### config.mk
export PLATFORM = sky130hd
export DESIGN_NAME = tdm_demux
export DESIGN_NICKNAME = d
export VERILOG_FILES = /design/src/rtl/tdm_pkg.sv /design/src/rtl/tdm_slot_ctr.sv /design/src/rtl/tdm_demux.sv
export SDC_FILE = /design/constraint.sdc
export NUM_CORES = 1
export LEC_CHECK = 0
export ABC_AREA = 0
export ABC_CLOCK_PERIOD_IN_PS = 2800
export CAP_MARGIN = 10
export CORE_MARGIN = 3
export CORE_UTILIZATION = 56
export CTS_CLUSTER_SIZE = 28
export DETAILED_ROUTE_END_ITERATION = 10
export PLACE_DENSITY = 0.82
export SETUP_SLACK_MARGIN = 0.3
export SLEW_MARGIN = 20
export SYNTH_ARGS = -nofsm -noshare
export SYNTH_HDL_FRONTEND = slang
export SYNTH_HIERARCHICAL = 1
export SYNTH_SLANG_ARGS = --single-unit
export TNS_END_PERCENT = 1
### constraint.sdc
create_clock -name clk -period 2.8 [get_ports clk]
set_input_delay 0.56 -clock clk [delete_from_list [all_inputs] [get_ports clk]]
set_output_delay 0.56 -clock clk [all_outputs]
set_load 0.05 [all_outputs]
### src/rtl/tdm_pkg.sv
// Shared definitions for the TDM link (mux-side transmitter and demux receiver).
// Holds state encoding, control bundle, default geometry and a slot-width helper.
package tdm_pkg;

    // Default link geometry, shared with the transmitter side.
    localparam int TDM_NCH = 4;
    localparam int TDM_W   = 8;

    // Receiver framing state.
    typedef enum logic {
        ST_HUNT = 1'b0,
        ST_LOCK = 1'b1
    } tdm_state_e;

    // Per-sample actions decoded by the receiver FSM.
    typedef struct packed {
        logic wr_en;
        logic wr_slot0;
        logic ld1;
        logic inc;
        logic done;
        logic err;
    } tdm_ctl_t;

    // Bits needed to index n slots; never less than one.
    function automatic int tdm_clog2(input int n);
        int r;
        r = 1;
        for (int i = 1; i < 31; i++) begin
            if ((1 << i) < n) begin
                r = i + 1;
            end
        end
        return r;
    endfunction

endpackage

### src/rtl/tdm_slot_ctr.sv
// Slot counter for the TDM receiver: clear, load-1, increment, terminal count.
// Ports: clk, rst_n, clr, load1, inc -> slot (current slot), tc (slot == NCH-1).
module tdm_slot_ctr
    import tdm_pkg::*;
#(
    parameter int NCH = TDM_NCH,
    parameter int SW  = tdm_clog2(NCH)
) (
    input  logic          clk,
    input  logic          rst_n,
    input  logic          clr,
    input  logic          load1,
    input  logic          inc,
    output logic [SW-1:0] slot,
    output logic          tc
);

    localparam logic [SW-1:0] LAST = SW'(NCH - 1);
    localparam logic [SW-1:0] ONE  = SW'(1);

    assign tc = (slot == LAST);

    // Increment at terminal count wraps to 0, so the count stays below NCH.
    always_ff @(posedge clk or negedge rst_n) begin
        if (!rst_n) begin
            slot <= '0;
        end else if (clr) begin
            slot <= '0;
        end else if (load1) begin
            slot <= ONE;
        end else if (inc) begin
            slot <= tc ? '0 : slot + ONE;
        end
    end

endmodule

### src/rtl/tdm_demux.sv
// TDM receiver: locks to frame_sync, de-interleaves NCH channels of W bits.
// Ports: din/din_valid/frame_sync in; out, out_valid, sync_err, locked, frame_cnt out.
module tdm_demux
    import tdm_pkg::*;
#(
    parameter int NCH   = TDM_NCH,
    parameter int W     = TDM_W,
    parameter int CNT_W = 8
) (
    input  logic               clk,
    input  logic               rst_n,
    input  logic [W-1:0]       din,
    input  logic               din_valid,
    input  logic               frame_sync,
    output logic [NCH*W-1:0]   out,
    output logic               out_valid,
    output logic               sync_err,
    output logic               locked,
    output logic [CNT_W-1:0]   frame_cnt
);

    localparam int SW = tdm_clog2(NCH);

    tdm_state_e        state;
    tdm_state_e        state_nxt;
    tdm_ctl_t          ctl;
    logic [SW-1:0]     slot;
    logic [SW-1:0]     wr_idx;
    logic              tc;
    logic              slot_zero;
    logic [NCH*W-1:0]  shadow;
    logic [NCH*W-1:0]  frame_cat;

    assign slot_zero = (slot == '0);
    assign locked    = (state == ST_LOCK);

    tdm_slot_ctr #(
        .NCH (NCH),
        .SW  (SW)
    ) u_slot_ctr (
        .clk   (clk),
        .rst_n (rst_n),
        .clr   (ctl.done),
        .load1 (ctl.ld1),
        .inc   (ctl.inc),
        .slot  (slot),
        .tc    (tc)
    );

    // State register.
    always_ff @(posedge clk or negedge rst_n) begin
        if (!rst_n) begin
            state <= ST_HUNT;
        end else begin
            state <= state_nxt;
        end
    end

    // Next-state logic.
    always_comb begin
        state_nxt = state;
        if (din_valid) begin
            unique case (state)
                ST_HUNT: begin
                    if (frame_sync) begin
                        state_nxt = ST_LOCK;
                    end
                end
                ST_LOCK: begin
                    if (!frame_sync && slot_zero) begin
                        state_nxt = ST_HUNT;
                    end
                end
                default: state_nxt = ST_HUNT;
            endcase
        end
    end

    // Action decode. A sync always restarts the frame at slot 0, so a
    // sync arriving on the last slot is an early sync, never a completion.
    always_comb begin
        ctl = '0;
        if (din_valid) begin
            unique case (state)
                ST_HUNT: begin
                    if (frame_sync) begin
                        ctl.wr_en    = 1'b1;
                        ctl.wr_slot0 = 1'b1;
                        ctl.ld1      = 1'b1;
                    end
                end
                ST_LOCK: begin
                    unique case (1'b1)
                        frame_sync: begin
                            ctl.wr_en    = 1'b1;
                            ctl.wr_slot0 = 1'b1;
                            ctl.ld1      = 1'b1;
                            ctl.err      = !slot_zero;
                        end
                        !frame_sync && slot_zero: begin
                            ctl.err = 1'b1;
                        end
                        !frame_sync && !slot_zero && tc: begin
                            ctl.done = 1'b1;
                        end
                        !frame_sync && !slot_zero && !tc: begin
                            ctl.wr_en = 1'b1;
                            ctl.inc   = 1'b1;
                        end
                        default: ctl = '0;
                    endcase
                end
                default: ctl = '0;
            endcase
        end
    end

    assign wr_idx = ctl.wr_slot0 ? '0 : slot;

    // The last sample bypasses the shadow and lands in out directly.
    always_comb begin
        frame_cat = shadow;
        frame_cat[(NCH-1)*W +: W] = din;
    end

    always_ff @(posedge clk or negedge rst_n) begin
        if (!rst_n) begin
            shadow <= '0;
        end else if (ctl.wr_en) begin
            shadow[int'(wr_idx)*W +: W] <= din;
        end
    end

    always_ff @(posedge clk or negedge rst_n) begin
        if (!rst_n) begin
            out       <= '0;
            out_valid <= 1'b0;
            sync_err  <= 1'b0;
            frame_cnt <= '0;
        end else begin
            out_valid <= ctl.done;
            sync_err  <= ctl.err;
            if (ctl.done) begin
                out       <= frame_cat;
                frame_cnt <= frame_cnt + CNT_W'(1);
            end
        end
    end

endmodule

==> impl_metrics.tcl, run 1 <==
set metrics [dict create \
    outcome "complete, no violations" \
    post_dp_cell_area_um2 3660 \
    critPathLaunchType "input port" \
    grt_max_degree 37 \
    instances_no_fill 420 \
    fin_crit_sh_pct 81.9 \
    crit_type "in -> reg" \
    fill_cells 372 \
    synth-seq-area-share_pct 57.0 \
    worstPathCellList "clkdlybuf4s50_1, inv_1, ha_1, nand3b_4, a21oi_4, mux2_2" \
    synth_adder_area_share_pct 3.30 \
    drt-total-wl_mm 6.26 \
    dieHeight_um 79.6 \
    ys_types 30 \
    cp_slowest_cell "clkdlybuf4s50_1" \
    ios 55 \
    cts_root_buf "clkbuf_8" \
    first_iter_violations 211 \
    internal_power_w 0.00216 \
    antenna-diode-count 0 \
    switchingPower_w 0.00150 \
    comb_power_share_pct 41.3 \
    synth_area_um2 3030 \
    fp.dieArea_um2 6330 \
    synth_compound_area_share_pct 2.56 \
    ys_warn_count 6 \
    h-tree-depth 3 \
    syn_avg_cell_area_um2 10.8 \
    overflow 0 \
    switching_share_pct 41.0 \
    peakVddDrop_mv 0.801 \
    numPlacedInstances 404 \
    skew_ns 0.00756 \
    drive_gt1_share_pct 16.6 \
    synth.net_count 302 \
    critPathCaptureType "register" \
    crit_fanout 8 \
    drv_cap 0 \
    layout_min_cycle_time_ns 2.29 \
    worstSkewPairLatency_ns 0.34 \
    clock_path_buffers 2 \
    hold_violations 0 \
    p_per_area_nw_per_um2 948 \
    totalPowerFinal_w 0.00365 \
    gp_congestion 0.807 \
    setup_viol 0 \
    wl_per_cell_um 14.9 \
    synth_xor_area_share_pct 2.02 \
    antenna_found_initial 0 \
    core-area_um2 5170 \
    num-nets-final 365 \
    final_antenna_net_count 0 \
    areaGrowthSynthToFinish_pct 27.1 \
    ys_ff_latch 69 \
    drc 0 \
    hpwlAfterDp_mm 4.45 \
    slew_headroom_pct 65.3 \
    synth_cells 282 \
    seqPwrFrac_pct 38.1 \
    crit_required_ns 3.02 \
    p_leak_nw 2.04 \
    hold_path.class "in -> async" \
    grt_pass1_vias 2208 \
    dr.pass1.iters 5 \
    rows 26 \
    cts_tree "built" \
    grt_usage_pct 22.3 \
    io_buffers 54 \
    via_count 2158 \
    rsz0062_at_grt "false" \
    cts_sinks 69 \
    drv_slew 0 \
    grt_pass1_wl_mm 10.7 \
    worst_pin_slew_ns 0.519 \
    max_stage_delay_ns 0.48 \
    clk_pin_slew_ns 0.08 \
    timing.setup.tns_ns 0 \
    fmax_mhz 436 \
    via_per_inst 5.14 \
    die_width_um 79.6 \
    arrival_ns 2.52 \
    muxShareOfSynthArea_pct 9.49 \
    yosys.area_share.simple_pct 22.5 \
    synth_top_family_by_area "simple AND/OR/NAND/NOR gates" \
    fin_area_um2 3850 \
    pwr-share-clk_pct 20.6 \
    numCtsBuffers 9 \
    initial_core_util_pct 58.6 \
]
-- registers in the layout, summed over array words and instances, names as in the netlist --
| signal | cells |
|---|---|
| out | 32 |
| out_valid | 1 |
| u_slot_ctr/slot | 2 |
| sync_err | 1 |
| frame_cnt | 8 |
| shadow | 24 |
| locked | 1 |
-- power by group through the flow --
stage | registers [W] | clock network, W | logic [W]
after global placement | 0.00140 | 0 | 0.00146
after global routing | 0.00143 | 0.000826 | 0.00161
final | 0.00139 | 0.000753 | 0.00151
after floorplan | 0.00191 | 0 | 0.000511
after CTS | 0.00139 | 0.000766 | 0.00150
after detailed placement | 0.00141 | 0 | 0.00149
-- layout by cell type (no fill, tap or decap), drive strengths merged, types with 3 or more instances in the layout --
master / instances
nand2: 107
dfrtp: 69
clkdlybuf4s50: 53
and3: 25
mux2: 24
clkbuf: 11
buf: 9
ha: 8
inv: 8
xor2: 4
nor2: 3
nor3: 3
xnor2: 3
a21oi: 3
clkinv: 3
-- what timing repair did --
action / CTS / global route
endpoints found under the setup margin: 0 / 7
buffers inserted: 0 / 0
hold buffers: 0 / 0
gates resized for setup: 0 / 1
-- cells in the mapped netlist --
cell type  instances  share of area, %
a21oi_4            3               1.6
clkbuf_1           3              0.37
mux2i_1            1              0.33
and3b_1            1              0.29
a31oi_1            2              0.41
mux2_4             2              0.99
nor2_1             3              0.37
a21bo_4            1              0.54
nor3_1             3              0.50
nand3b_4           1              0.66
nand3_1            2              0.33
and3_1            24               5.0
buf_6              3               1.1
ha_1               8               3.3
nand2_1          107                13
or3b_1             1              0.29
nand2b_1           1              0.21
xnor2_1            3              0.87
nand4_2            1              0.41
buf_2              4              0.66
nor4_1             1              0.21
dfrtp_1           69                57
xor2_1             4               1.2
inv_1              7              0.87
mux2_2            22               8.2
nand4_1            1              0.21
clkinv_1           1              0.12
nor3b_2            1              0.41
and3_2             1              0.25
or2_2              1              0.21
-- metrics by stage --
stage,worst slack [ns],hold slack (ns),util (%)
after floorplan,0.631,0.264,-
final,0.506,0.155,74.5
after global placement,0.174,0.451,70.8
after global routing,0.360,0.166,74.5
after detailed placement,0.0702,0.455,70.8
after CTS,0.407,0.155,74.4
-- cell type report --
type | instances | area [um^2] | area share (%)
clock buffers | 11 | 151 | 3.93
clock inverters | 5 | 33.8 | 0.877
multi-input cells | 195 | 1220 | 31.6
inverters | 8 | 30.0 | 0.779
well taps | 70 | 87.6 | 2.27
flip-flops and latches | 69 | 1730 | 44.8
repair buffers | 62 | 608 | 15.8
-- logic make-up after synthesis --
family / after synthesis
buffers and inverters: 18
AOI/OAI and AO/OA: 6
adders and majority gates: 8
muxes: 25
xor gates and xnor gates: 7
DFF: 69
and+or+nand+nor: 149
-- final timing paths --
path	from	end	slack, ns	cells past startpoint
max in group asynchronous	rst_n	out[20]	2.06	2
max reg2reg	u_slot_ctr/slot[0]	u_slot_ctr/slot[1]	0.79	6
min	rst_n	locked	0.16	1
min in group clk	shadow[22]	out[22]	0.46	2
max	frame_sync	shadow[17]	0.51	6
min reg2reg	shadow[22]	out[22]	0.46	2
-- metal layers --
metal	GRT usage (%)	share of wire, %
met1	30.7	46
met5	0	0
met3	6.88	3.8
met4	7.22	1.2
met2	33.7	48
-- worst max-delay path: cells and delay by family --
family	cells	cell delay (ns)
adder cells (fa/ha/maj)	1	0.29
AND/OR/NAND/NOR	1	0.15
buffers and inverters	2	0.78
AO/OA/AOI/OAI	1	0.35
multiplexers	1	0.38
No activity file was read; power rests on OpenSTA's default activity.
==> run 2: changes to the inputs <==
Settings changed: ABC_CLOCK_PERIOD_IN_PS 2800 to 1900, CORE_UTILIZATION 56 to 47, PLACE_DENSITY 0.82 to 0.74.
Clock period 2.8 ns to 1.9 ns, I/O delays scaled along.
==> impl_metrics.tcl, run 2 (synthesis gave the netlist of run 1 again) <==
set metrics [dict create \
    outcome "complete, no violations" \
    totalPowerFinal_w 0.00604 \
    h-tree-depth 3 \
    clk_pin_slew_ns 0.07 \
    p_leak_nw 2.27 \
    antenna-diode-count 0 \
    largest_reg_flops 32 \
    die_width_um 86.3 \
    crit_type "reg -> reg" \
    gp_congestion 0.775 \
    reg2reg_slack_ns 0.12 \
    comb_power_share_pct 39.7 \
    numCtsBuffers 9 \
    io_buffers 54 \
    pwr-share-clk_pct 26.5 \
    skew_ns 0.00516 \
    rows 28 \
    dieHeight_um 86.3 \
    via_count 2202 \
    peakVddDrop_mv 1.11 \
    hold_violations 0 \
    cts_root_buf "clkbuf_8" \
    areaGrowthSynthToFinish_pct 34.0 \
    grt_pass1_wl_mm 10.8 \
    seqPwrFrac_pct 33.8 \
    grt_max_degree 70 \
    rsz0062_at_grt "true" \
    layout_min_cycle_time_ns 1.78 \
    layout_commonest_cell "nand2_1" \
    fin_crit_sh_pct 93.6 \
    critPathCaptureType "register" \
    postCtsHoldBufs 0 \
    dr.pass1.iters 4 \
    timing.setup.tns_ns 0 \
    num-nets-final 378 \
    antenna_found_initial 0 \
    final_antenna_net_count 0 \
    ff_latch_area_um2 1730 \
    largest_register "out" \
    drv_slew 0 \
    setup_viol 0 \
    whs_ns 0.0239 \
    drc 0 \
    ios 55 \
    worstSkewPairLatency_ns 0.34 \
    hold_path.class "in -> async" \
    fin_area_um2 4060 \
    crit_required_ns 2.13 \
    grt_pass1_vias 2248 \
    hpwlAfterDp_mm 4.29 \
    p_per_area_nw_per_um2 1490 \
    layout_common_cells "nand2_1 (105), dfrtp_1 (69), buf_4 (50)" \
    switching_share_pct 37.8 \
    via_per_inst 5.03 \
    cts_tree "built" \
    multi_input_area_um2 1280 \
    drv_cap 0 \
    numPlacedInstances 418 \
    switchingPower_w 0.00228 \
    grt_usage_pct 18.8 \
    overflow 0 \
    drive_gt1_share_pct 32.8 \
    initial_core_util_pct 49.7 \
    fp.dieArea_um2 7450 \
    worst_pin_slew_ns 0.490 \
    slew_headroom_pct 67.4 \
    internal_power_w 0.00376 \
    cts_sinks 69 \
    post_dp_cell_area_um2 3680 \
    drt-total-wl_mm 6.48 \
    instances_no_fill 438 \
    arrival_ns 2.00 \
    critPathLaunchType "register" \
    crit_fanout 8 \
    first_iter_violations 126 \
    wl_per_cell_um 14.8 \
    reg_top3 "out x32, shadow x24, frame_cnt x8" \
    core-area_um2 6100 \
    fill_cells 506 \
    clock_path_buffers 2 \
    fmax_mhz 562 \
]
[run 2: cell count changes in the layout (fill, tap and decap cells not counted), moves of 4 or more]
cell	delta
buf_4	+43
clkdlybuf4s50_1	-45
buf_6	+4
dlygate4sd2_1	+7
bufinv_16	+4
[run 2: layer usage]
layer  track usage [%]  vias to the layer above  routed length [um]
met1              26.3                     1073                3130
li1                  -                     1073                   -
met3              4.18                       11                 245
met2              28.2                       45                2980
met4              8.36                        0                 125
met5                 0                        -                   0
[run 2: per-stage QoR]
step	setup WS (ns)	util (%)
2_1_floorplan	0.0571	-
3_3_place_gp	-0.342	60.3
3_5_place_dp	-0.408	60.3
4_1_cts	0.0470	65.2
5_1_grt	0.0536	66.6
6_report	0.121	66.6
[run 2: area by class of cell]
class,instances,share of cell area [%]
Clock buffer,10,3.39
Clock inverter,6,3.30
Inverter,8,0.739
Multi-Input combinational cell,195,31.5
Sequential cell,69,42.5
Tap cell,75,2.31
Timing Repair Buffer,75,16.2
[run 2: worst paths after layout]
path / from / endpoint / cells after the start
max: u_slot_ctr/slot[0] / shadow[0] / 6
min: rst_n / sync_err / 2
max reg2reg: u_slot_ctr/slot[0] / shadow[0] / 6
min reg2reg: shadow[5] / out[5] / 2
max in group asynchronous: rst_n / frame_cnt[6] / 2
min in group clk: shadow[5] / out[5] / 2
[run 2: repair_timing]
action                                  CTS  global route
pin swaps                                 0             3
buffers inserted                          3             1
resized for setup                         8            16
endpoints found under the setup margin   72            72
gates cloned                              0             0
[run 2: critical path, stage by stage (launching register included)]
cell and delay (ns):
dfrtp_1 0.36, buf_6 0.11, a21bo_4 0.24, ha_4 0.26
and3b_2 0.25, and3_4 0.16, mux2_2 0.26
[run 2: power by group through the flow]
stage / clock network [W] / logic [W] / registers, W
after floorplan: 0 / 0.000799 / 0.00282
after global placement: 0 / 0.00225 / 0.00206
after detailed placement: 0 / 0.00230 / 0.00206
after CTS: 0.00164 / 0.00233 / 0.00204
after global routing: 0.00171 / 0.00257 / 0.00209
final: 0.00160 / 0.00240 / 0.00204
